## src/rtl/mdu_iterative.sv

```systemverilog
// RV32M multiply/divide unit: one bit per cycle, shift-add multiply, restoring divide.
// Optional MDU_FAST_EN: special cases (B==0, signed overflow, zero multiply operand) skip straight to DONE.
module mdu_iterative #(
    parameter int XLEN = 32
) (
    input  logic            clk,
    input  logic            rst,
    input  logic            start,
    input  logic [2:0]      funct3,
    input  logic [XLEN-1:0] A,
    input  logic [XLEN-1:0] B,
    output logic            busy,
    output logic            done,
    output logic [XLEN-1:0] S
);

    localparam int CW = $clog2(XLEN);

    typedef enum logic [1:0] {IDLE, CALC, FIX, DONE} state_t;

    state_t            r_state;
    logic [2:0]        r_op;
    logic              r_sign_a;
    logic              r_sign_b;
    logic              r_b_zero;
    logic [XLEN-1:0]   r_opnd;
    logic [2*XLEN-1:0] r_acc;
    logic [CW-1:0]     r_cnt;
    logic              r_busy;
    logic              r_done;
    logic [XLEN-1:0]   r_s;

    logic              w_signed_a;
    logic              w_signed_b;
    logic              w_sign_a;
    logic              w_sign_b;
    logic [XLEN-1:0]   w_mag_a;
    logic [XLEN-1:0]   w_mag_b;
    logic [XLEN:0]     w_mul_sum;
    logic [2*XLEN-1:0] w_mul_next;
    logic [XLEN:0]     w_div_shift;
    logic [XLEN:0]     w_div_trial;
    logic [2*XLEN-1:0] w_div_next;
    logic [2*XLEN-1:0] w_prod;
    logic [XLEN-1:0]   w_quo;
    logic [XLEN-1:0]   w_rem;
    logic [XLEN-1:0]   w_result;
    logic              w_fast;
    logic [XLEN-1:0]   w_fast_res;

    // Signed operands: A for MUL/MULH/MULHSU/DIV/REM, B for MUL/MULH/DIV/REM.
    assign w_signed_a = (funct3 != 3'b011) && (funct3 != 3'b101) && (funct3 != 3'b111);
    assign w_signed_b = w_signed_a && (funct3 != 3'b010);
    assign w_sign_a   = w_signed_a & A[XLEN-1];
    assign w_sign_b   = w_signed_b & B[XLEN-1];
    assign w_mag_a    = w_sign_a ? -A : A;
    assign w_mag_b    = w_sign_b ? -B : B;

    // r_acc holds {partial product, multiplier} or {remainder, dividend/quotient}.
    assign w_mul_sum   = {1'b0, r_acc[2*XLEN-1:XLEN]} + (r_acc[0] ? {1'b0, r_opnd} : '0);
    assign w_mul_next  = {w_mul_sum, r_acc[XLEN-1:1]};
    assign w_div_shift = {r_acc[2*XLEN-1:XLEN], r_acc[XLEN-1]};
    assign w_div_trial = w_div_shift - {1'b0, r_opnd};
    assign w_div_next  = w_div_trial[XLEN] ? {w_div_shift[XLEN-1:0], r_acc[XLEN-2:0], 1'b0}
                                           : {w_div_trial[XLEN-1:0], r_acc[XLEN-2:0], 1'b1};

    assign w_prod = (r_sign_a ^ r_sign_b) ? -r_acc : r_acc;
    assign w_quo  = ((r_sign_a ^ r_sign_b) && !r_b_zero) ? -r_acc[XLEN-1:0] : r_acc[XLEN-1:0];
    assign w_rem  = r_sign_a ? -r_acc[2*XLEN-1:XLEN] : r_acc[2*XLEN-1:XLEN];

    // NOTE: every always_comb output gets a default first so no latch is inferred.
    always_comb begin
        w_result = '0;
        case (r_op)
            3'b000:                 w_result = w_prod[XLEN-1:0];
            3'b001, 3'b010, 3'b011: w_result = w_prod[2*XLEN-1:XLEN];
            3'b100, 3'b101:         w_result = w_quo;
            default:                w_result = w_rem;
        endcase
    end

`ifdef MDU_FAST_EN
    localparam logic [XLEN-1:0] MIN_NEG = {1'b1, {(XLEN-1){1'b0}}};

    always_comb begin
        w_fast     = 1'b0;
        w_fast_res = '0;
        if (!funct3[2]) begin
            w_fast = (A == '0) || (B == '0);
        end else if (B == '0) begin
            w_fast     = 1'b1;
            w_fast_res = funct3[1] ? A : '1;
        end else if (!funct3[0] && (A == MIN_NEG) && (B == '1)) begin
            w_fast     = 1'b1;
            w_fast_res = funct3[1] ? '0 : MIN_NEG;
        end
    end
`else
    assign w_fast     = 1'b0;
    assign w_fast_res = '0;
`endif

    // NOTE: sequential state uses non-blocking assignments so all registers update together.
    always_ff @(posedge clk) begin
        if (rst) begin
            r_state  <= IDLE;
            r_op     <= '0;
            r_sign_a <= 1'b0;
            r_sign_b <= 1'b0;
            r_b_zero <= 1'b0;
            r_opnd   <= '0;
            r_acc    <= '0;
            r_cnt    <= '0;
            r_busy   <= 1'b0;
            r_done   <= 1'b0;
            r_s      <= '0;
        end else begin
            case (r_state)
                IDLE: begin
                    if (start) begin
                        r_op     <= funct3;
                        r_sign_a <= w_sign_a;
                        r_sign_b <= w_sign_b;
                        r_b_zero <= (B == '0);
                        r_cnt    <= '0;
                        if (funct3[2]) begin
                            r_acc  <= {{XLEN{1'b0}}, w_mag_a};
                            r_opnd <= w_mag_b;
                        end else begin
                            r_acc  <= {{XLEN{1'b0}}, w_mag_b};
                            r_opnd <= w_mag_a;
                        end
                        if (w_fast) begin
                            r_s     <= w_fast_res;
                            r_done  <= 1'b1;
                            r_state <= DONE;
                        end else begin
                            r_busy  <= 1'b1;
                            r_state <= CALC;
                        end
                    end
                end
                CALC: begin
                    r_acc <= r_op[2] ? w_div_next : w_mul_next;
                    r_cnt <= r_cnt + 1'b1;
                    if (r_cnt == CW'(XLEN - 1)) r_state <= FIX;
                end
                FIX: begin
                    r_s     <= w_result;
                    r_busy  <= 1'b0;
                    r_done  <= 1'b1;
                    r_state <= DONE;
                end
                DONE: begin
                    r_done  <= 1'b0;
                    r_state <= IDLE;
                end
                default: r_state <= IDLE;
            endcase
        end
    end

    assign busy = r_busy;
    assign done = r_done;
    assign S    = r_s;

endmodule

```

## config.mk

```make
export PLATFORM = sky130hd
export DESIGN_NAME = mdu_iterative
export DESIGN_NICKNAME = d
export VERILOG_FILES = /design/src/rtl/mdu_iterative.sv
export SDC_FILE = /design/constraint.sdc
export NUM_CORES = 1
export LEC_CHECK = 0
export BUFFER_PORTS_ARGS = -buffer_cell sky130_fd_sc_hd__buf_2
export CAP_MARGIN = 20
export CORE_UTILIZATION = 59
export CTS_CLUSTER_SIZE = 14
export DETAILED_ROUTE_END_ITERATION = 7
export PLACE_DENSITY_LB_ADDON = 0.25
export RECOVER_POWER = 25
export SYNTH_ARGS = -nofsm -noshare
export SYNTH_HDL_FRONTEND = slang
export SYNTH_SLANG_ARGS = --single-unit
```

## constraint.sdc

```tcl
create_clock -name clk -period 6.59 [get_ports clk]
set_clock_uncertainty 0.2 [all_clocks]
set_input_delay 0.659 -clock clk [delete_from_list [all_inputs] [get_ports clk]]
set_output_delay 0.659 -clock clk [all_outputs]
set_load 0.02 [all_outputs]
```

# After elaboration in Yosys (flattened, before gate mapping)
# Index checks and enable logic that the tools add are counted.
# Widths: inputs -> output; s select.
[totals]
regBits = 143
output_inout_bits = 34
[op_classes]
add_sub_neg = 8
n_eq_ne = 15
muxes = 21
bitwise_logic = 3
n_reduce_logical = 17
[ops]
columns = ["cell", "n"]
rows = [
  ["$mux 64", 4],
  ["$mux 32", 7],
  ["$neg 32->32", 4],
  ["$pmux 64 s2", 1],
  ["$pmux 32 s3", 1],
  ["$neg 64->64", 1],
  ["$add 32x32->33", 1],
  ["$sub 33x32->33", 1],
  ["$logic_not 32->1", 1],
  ["$pmux 5 s2", 1],
  ["$pmux 2 s4", 1],
  ["$reduce_and 2->1", 4],
  ["$eq 3x2->1 const B", 2],
  ["$eq 3x3->1 const B", 2],
  ["$ne 3x2->1 const B", 2],
  ["$ne 3x3->1 const B", 2],
  ["$reduce_bool 2->1", 3],
  ["$add 5x1->5 const B", 1],
  ["$eq 5x5->1 const B", 1],
  ["$mux 5", 1],
  ["$eq 2x2->1 const B", 2],
  ["$logic_and 1x1->1", 4],
  ["$mux 2", 2],
  ["$ne 2x2->1 const B", 2],
  ["11 further kinds", 13],
]

# Longest topological paths before layout
# Gate-level depths: netlist of run 1.
[logic_depth]
word_depth = 9
depth_mapped = 14

# Worst setup path after synthesis of run 1
# Ideal clock, no wire load.
[synth_path]
path_kind = "reg2reg"
from = "reg r_acc[31]"
to = "reg r_acc[61]"
arrival_time_ns = 3.164
t_required_ns = 6.268
setup_slack_ns = 3.104
path_stages_with_launch = 13
n_path_buf = 0
path_cell_list = "dfxtp_1 -> inv_1 -> ha_1 -> fa_1 -> nor2b_1 -> o2111ai_1 -> nand3_1 -> nand3_1 -> a2111oi_1 -> nor3_1 -> nor2_1 -> mux2_2 -> a221o_1"
[synth_via]
elab_chain_len = 4
[synth_lines]
columns = ["item", "line", "text"]
rows = [
  ["from (decl)", "27", "logic [2*XLEN-1:0] r_acc;"],
  ["from (signal assigned)", "127", "r_acc <= {{XLEN{1'b0}}, w_mag_a};"],
  ["from (signal assigned)", "130", "r_acc <= {{XLEN{1'b0}}, w_mag_b};"],
  ["from (signal assigned)", "144", "r_acc <= r_op[2] ? w_div_next : w_mul_next;"],
  ["$sub 33x32->33", "63", "assign w_div_trial = w_div_shift - {1'b0, r_opnd};"],
  ["$mux 64", "64", "assign w_div_next = w_div_trial[XLEN] ? {w_div_shift[XLEN-1:0], r_acc[XLEN-2:0], 1'b0}"],
  ["$mux 64", "144", ""],
  ["$pmux 64 s2", "118", "case (r_state)"],
]
# No other way between the ends.
# A chain may end at the register's enable or synchronous reset.

# Worst setup path in the final report of run 1
[layout_path]
from = "reg r_acc[0]"
to = "reg r_s[16] (netlist: S[16])"
[layout_via]
elab_chain_len = 3
word_cells_on_any_way = 5
[layout_lines]
columns = ["item", "line", "text"]
rows = [
  ["$neg 64->64 / $neg 32->32 (equally long branches)", "67, 68", ""],
  ["$mux 64 / $mux 32 (equally long branches)", "67, 68", ""],
  ["$pmux 32 s3 (*)", "74", "case (r_op)"],
  ["to (signal assigned)", "134", "r_s <= w_fast_res;"],
  ["to (signal assigned)", "149", "r_s <= w_result;"],
  ["to (decl)", "31", "logic [XLEN-1:0] r_s;"],
]
# Every way passes the cells marked *; elsewhere a longest branch is shown, timed or not.

==> results of run 1 <==
[Yosys cell counts, types with 19 or more instances]
cell type  instances
nand2_1          213
ha_1              74
a21o_1            24
or3_1             19
nand3_1           34
nor3_1            96
clkbuf_1         122
o211ai_1          37
mux2i_1           43
o21ai_0          101
nor2_1           226
a21oi_1          168
a22oi_1           23
dfxtp_1          143
a211oi_1          66
xnor2_1           92
xor2_1            83
inv_1             67
mux2_2            21
o31ai_1           33
[stage by stage]
step           worst slack (ns)  instance area [sq um]  utilization [%]  hold WS, ns
2_1_floorplan             3.104                  14350                -       0.2319
4_1_cts                   1.974                  15490            65.42       0.2543
6_report                  1.794                  15440            65.22       0.2515
5_1_grt                   1.682                  15440            65.21       0.2819
3_5_place_dp              2.028                  14870            62.77       0.2450
3_3_place_gp              2.177                  14870            62.77       0.2391
[worst paths after layout]
kind | cells after the start | slack (ns) | to
setup / recovery | 10 | 1.79 | S[16]
hold reg to reg | 2 | 0.25 | r_opnd[3]
hold / removal | 2 | 0.25 | r_opnd[3]
setup reg to reg | 10 | 1.79 | S[16]
[metal layers]
| layer | wire, um | vias up |
|---|---|---|
| li1 | - | 7369 |
| met1 | 21420 | 7341 |
| met2 | 21420 | 1026 |
| met3 | 6793 | 161 |
| met4 | 2748 | 2 |
| met5 | 13 | - |
[cells by family after synthesis]
logic type                 after synthesis  share of synthesized area (%)
xor gates and xnor gates               175                          10.68
muxes                                   64                          4.647
AOI/OAI and AO/OA                      622                          28.75
DFF                                    143                          19.95
adders and majority gates               76                          6.731
and+or+nand+nor                        721                          23.49
buffers and inverters                  214                          5.755
[layout by cell type, fill, tap and decap left out, drive strengths merged, types with 35 or more instances in the layout]
cell type and count:
o211ai 37, nand3 35, clkbuf 57, nor2 226
dfxtp 143, mux2i 43, a211oi 66, inv 72
o21ai 116, xor2 83, xnor2 92, buf 86
nand2 213, nor3 98, a21oi 168, ha 74
[cell type report]
cell class / count / area (sq um) / share of cell area [%]
multi-input combinational: 1658 / 10680 / 69.16
sequential: 143 / 2864 / 18.54
timing repair buffer: 124 / 619.3 / 4.010
clock buffer: 19 / 452.9 / 2.933
tap: 319 / 399.1 / 2.584
inverter: 67 / 251.5 / 1.628
clock inverter: 13 / 173.9 / 1.126
antenna: 1 / 2.502 / 0.01620
[worst min-delay path, delay by kind of cell, from the launching register on]
kind               cells  cell delay [ns]
AOI/OAI and AO/OA      1             0.05
DFF                    1             0.31
and+or+nand+nor        1             0.05
[flip-flops by register name (all words and copies together), names as in the netlist, 2 cells and up]
register  cells
S            32
r_acc        64
r_cnt         5
r_op          3
r_opnd       32
r_state       2
[power groups by stage]
stage | sequential [mW] | combinational, mW | clock [mW]
floorplan | 1.33 | 2.18 | 0
global placement | 1.41 | 2.97 | 0
detailed placement | 1.42 | 3.01 | 0
CTS | 1.41 | 3.02 | 1.06
global route | 1.46 | 3.35 | 1.09
finish | 1.44 | 3.12 | 1.06
==> impl_metrics.csv, run 1 <==
group,metric,value,unit
power_and_ir_drop,p_clk_share,18.8,%
critical_path,crit_start,"r_acc[0]",
run_status,violations,"capacitance limit, slew limit",
floorplanning,chipHeight,158.0,um
synth,synth_top_area_share,19.95,%
worst_hold_path,hold_path_class,"reg -> reg",
sta,final-setup-viol-count,0,
cts,cts_tree,"done",
drt,postRouteAntennaNets,0,
sta,drv_slew,113,
final_layout,area.growth.synth_to_final,7.629,%
final_layout,fill_cells,2169,
cts,cts_buffer_depth,2,
critical_path,crit_slowest_cell,"inv_1",
sta,rsz0062_at_grt,"no",
floorplanning,core,23680,sq um
floorplanning,rows,56,
cts,root_buffer,"clkbuf_16",
run_status,status,"complete, but fails checks",
global_routing,grtUsageMet1,56.34,%
drt,drc,0,
sta,min_period_over_period,72.78,%
power_and_ir_drop,pwr_density_cell,363.7,nW/um^2
cts,holdBufCountCts,0,
synth,yosys.area.top_type,"dfxtp_1",
placement,place_congestion,1.073,
cts,clock_latency,0.44,ns
sta,finalSetupTns,0,ns
global_routing,antenna_found_initial,2,
final_layout,fin_cells,2344,
synth,ys_types,83,
drt,via_per_inst,6.783,
critical_path,timing.rr.start,"r_acc[0]",
sta,tightestPinTransition,2.170,ns
critical_path,crit_path_end_kind,"flop",
cts,cts_sinks,143,
power_and_ir_drop,p_total,5.617,mW
power_and_ir_drop,p_leak,6.079,nW
synth,syn-num-nets,2161,
synth,synthesis.area,14350,sq um
global_routing,grt_util_met3,11.55,%
sta,hold_viol,0,
power_and_ir_drop,power_frac_seq,25.6,%
critical_path,required,6.75,ns
critical_path,worstPathMaxFanout,31,
drt,num_vias,15899,
floorplanning,fp.dieArea,24950,sq um
critical_path,crit_path_cell_trace,"inv_1, ha_1, or3b_1, or3_1, or3b_1, nor3_1, a21oi_1, xor2_1, a222oi_1, a211oi_1",
placement,dpl.cell_count,2310,
final_layout,fin_nets,2157,
critical_path,crit_type,"reg -> reg",
power_and_ir_drop,swShare,50.66,%
power_and_ir_drop,p_sw,2.846,mW
critical_path,crit_top_cell,"or3b_1",
synth,synth.avg_cell_area,7.122,sq um
placement,io_buffers,103,
synth,ys.flop_type,"dfxtp_1",
synth,synth_area_leaders,"dfxtp_1 20%, ha_1 6.5%, nor2_1 5.9%",
synth,ys_seq_area_share,19.95,%
placement,place_hpwl,39430,um
cts,clkSlewWorstSetupHoldPaths,0.07,ns
sta,timing.fmax,0.2085,GHz
synth,syn_inst,2015,
sta,maxSlewHeadroom,-44.63,%
power_and_ir_drop,intPower,2.772,mW
global_routing,grt-ovfl-total,0,
floorplanning,start_util,60.59,%
power_and_ir_drop,combinationalPowerShare,55.6,%
cts,cts_buffers,17,
worst_hold_path,hp-start,"r_opnd[3]",
global_routing,grt_pass1_wl,79230,um
cts,cts_setup_buffers,0,
global_routing,grt-busiest-layer,"met2",
synth,yosys_warnings,0,
critical_path,path_delay_family,"simple AND/OR/NAND/NOR gates",
global_routing,grt_use_total,41.82,%
global_routing,grt_pass1_vias,13992,
floorplanning,pin_count,104,
global_routing,grtUsageMet2,60.46,%
drt,wl,52390,um
synth,postSynth.asyncResetShare,0,%
sta,fin_crit,4.796,ns
job,drv_cap,3,
drt,firstDrtPassIters,6,
synth,ys_ff_latch,143,
critical_path,critical_path.max_stage_delay,0.79,ns
critical_path,worst-path-buf-inv,1,
critical_path,critPathArrivalTime,4.95,ns
global_routing,grt_max_degree,69,
drt,drt_iter0_drc,1887,
cts,ctsResizeCount,0,
final_layout,final_layout_size_suffix_gt1_share,8.646,%
power_and_ir_drop,ir_drop,0.2491,mV
cts,htreeDepth,4,
drt,post_drt_wl_per_cell,22.35,um
synth,synth_edf_count,0,
critical_path,start_kind,"flop",
floorplanning,die_x,158.0,um
(Power assumes the default switching activity.)
==> run 2: changes to the inputs <==
==> constraint.sdc (replaced) <==
create_clock -name clk -period 4.5 [get_ports clk]
set_clock_uncertainty 0.2 [all_clocks]
set_input_delay 0.45 -clock clk [delete_from_list [all_inputs] [get_ports clk]]
set_output_delay 0.45 -clock clk [all_outputs]
set_load 0.02 [all_outputs]
==> run 2 against run 1 <==
Register-to-register slack worse by 1.7 ns; clock power rose by 30%; critical path depth shrank 3; global-route usage increased by 0.94 points; routed wire length rose by 2.4%; final cell count rose by 1.4%; largest cell class unchanged; the run ends with DRC, capacitance limit, slew limit left.
==> impl_metrics.csv, run 2 (same netlist as run 1, synthesis figures left out) <==
group,metric,value,unit
sta,timing.fmax,0.2292,GHz
worst_hold_path,hold_path_class,"in -> reg",
global_routing,grt_pass1_wl,80780,um
floorplanning,rows,56,
sta,final-setup-viol-count,0,
global_routing,grt_max_degree,72,
critical_path,crit_path_cell_trace,"inv_1, ha_1, buf_4, o21ai_0, a211oi_1, a31oi_1, and3_1",
placement,place_congestion,1.083,
job,drv_cap,2,
critical_path,cp_num_cells,7,
drt,wl_met2,21580,um
final_layout,fin_nets,2191,
critical_path,start_kind,"flop",
worst_hold_path,hp-start,"funct3[0]",
cts,root_buffer,"clkbuf_16",
critical_path,worst-path-buf-inv,2,
critical_path,timing.rr.start,"r_state[1]",
drt,wl,53630,um
power_and_ir_drop,pwr_density_cell,522.9,nW/um^2
critical_path,crit_slowest_cell,"o21ai_0",
sta,fin_crit,4.363,ns
global_routing,grt_use_total,42.75,%
sta,finalSetupTns,0,ns
final_layout,num_antenna_cells,0,
drt,firstDrtPassIters,8,
drt,postRouteAntennaNets,0,
cts,cts_buffers,17,
sta,rsz0062_at_grt,"no",
critical_path,critPathArrivalTime,4.53,ns
run_status,violations,"DRC, capacitance limit, slew limit",
final_layout,regMostFlops,"r_acc",
drt,drc,6,
cts,htreeDepth,4,
critical_path,worstPathMaxFanout,36,
floorplanning,fp.dieArea,24950,sq um
final_layout,largest_reg_flops,64,
sta,min_period_over_period,96.96,%
critical_path,crit_type,"reg -> reg",
final_layout,layout_common_cells,"224 x nor2_1, 213 x nand2_1, 168 x a21oi_1",
final_layout,final_common_cell,"nor2_1",
drt,post_drt_wl_per_cell,22.56,um
global_routing,grt-ovfl-total,0,
placement,io_buffers,103,
floorplanning,start_util,60.59,%
sta,drv_slew,63,
critical_path,critical_path.max_stage_delay,1.96,ns
critical_path,crit_start,"r_state[1]",
sta,maxSlewHeadroom,-73.45,%
cts,holdBufCountCts,0,
run_status,status,"complete, but fails checks",
cts,clock_latency,0.43,ns
placement,place_hpwl,41600,um
floorplanning,die_x,158.0,um
power_and_ir_drop,p_leak,6.225,nW
power_and_ir_drop,ir_drop,0.2710,mV
final_layout,area.growth.synth_to_final,8.876,%
drt,via_per_inst,6.787,
drt,wl_met1,21740,um
final_layout,final_layout_size_suffix_gt1_share,10.20,%
critical_path,ff2ff_path_depth,7,
critical_path,required,4.67,ns
floorplanning,core,23680,sq um
drt,met3_length,7362,um
floorplanning,chipHeight,158.0,um
critical_path,path_delay_family,"compound AO/OA/AOI/OAI gates",
global_routing,grt_pass1_vias,14243,
sta,tightestPinTransition,2.575,ns
cts,cts_tree,"done",
critical_path,crit_path_end_kind,"flop",
cts,clkSlewWorstSetupHoldPaths,0.07,ns
final_layout,finish.utilization,65.97,%
drt,maxUsedRoutingLayer,"met4",
drt,drt_iter0_drc,1813,
cts,cts_buffer_depth,2,
cts,cts_sinks,143,
drt,num_vias,16132,
global_routing,antenna_found_initial,2,
floorplanning,pin_count,104,
sta,hold_viol,0,
worst_hold_path,hold_depth,3,
run 2: cell types whose count changed in the layout (fill, tap and decap cells not counted), moves of 2 or more:
cell	delta
clkinv_2	+2
bufinv_16	-3
buf_4	+36
inv_8	+3
clkbuf_8	-2
run 2: metal layers:
layer  vias up  track usage, %
met5         -               0
met4         0           21.29
met3       167           12.98
met2      1142           60.63
met1      7406           58.08
li1       7417               -
run 2: timing repair:
action / in CTS / in global routing
endpoints found under the setup margin: 0 / 5
resized for setup: 0 / 1
hold endpoints to repair: 0 / 0
setup buffers: 0 / 0
run 2: cell type report:
cell class | instances | area [sq um]
sequential | 143 | 2864
inverter | 67 | 251.5
fill | 2223 | 8059
clock buffer | 17 | 425.4
timing repair buffer | 158 | 880.8
clock inverter | 15 | 127.6
multi-input combinational | 1658 | 10680
tap | 319 | 399.1
run 2: path summary, 6_finish.rpt:
kind | endpoint | slack (ns)
hold reg to reg | r_opnd[2] | 0.25
setup reg to reg | r_acc[63] | 0.14
setup / recovery | r_acc[63] | 0.14
hold / removal | r_op[0] | 0.09
run 2: metrics by stage:
step / std cells / power [mW] / cell area [sq um] / hold WS (ns) / setup slack [ns]
final: 2377 / 8.170 / 15620 / 0.09385 / 0.1368
after global routing: 2377 / 8.565 / 15620 / 0.09984 / 0.09854
after CTS: 2377 / 8.000 / 15680 / 0.07962 / 0.2810
after detailed placement: 2345 / 6.617 / 15130 / 0.2447 / 0.3450
after global placement: 2345 / 6.564 / 15130 / 0.2401 / 0.4160
after floorplan: 2015 / 5.140 / 14350 / 0.2319 / 1.014
run 2: worst register-to-register path, stage by stage, from the launching register on:
cell and delay (ns):
dfxtp_1 0.38, inv_1 0.09, ha_1 0.38, buf_4 0.35, o21ai_0 1.97, a211oi_1 0.24
a31oi_1 0.47, and3_1 0.23
run 2: report_power, final:
| group | switching (mW) | internal [mW] |
|---|---|---|
| clock network | 0.655 | 0.724 |
| registers | 0.439 | 1.59 |
| logic | 3.15 | 1.61 |
| total | 4.24 | 3.93 |
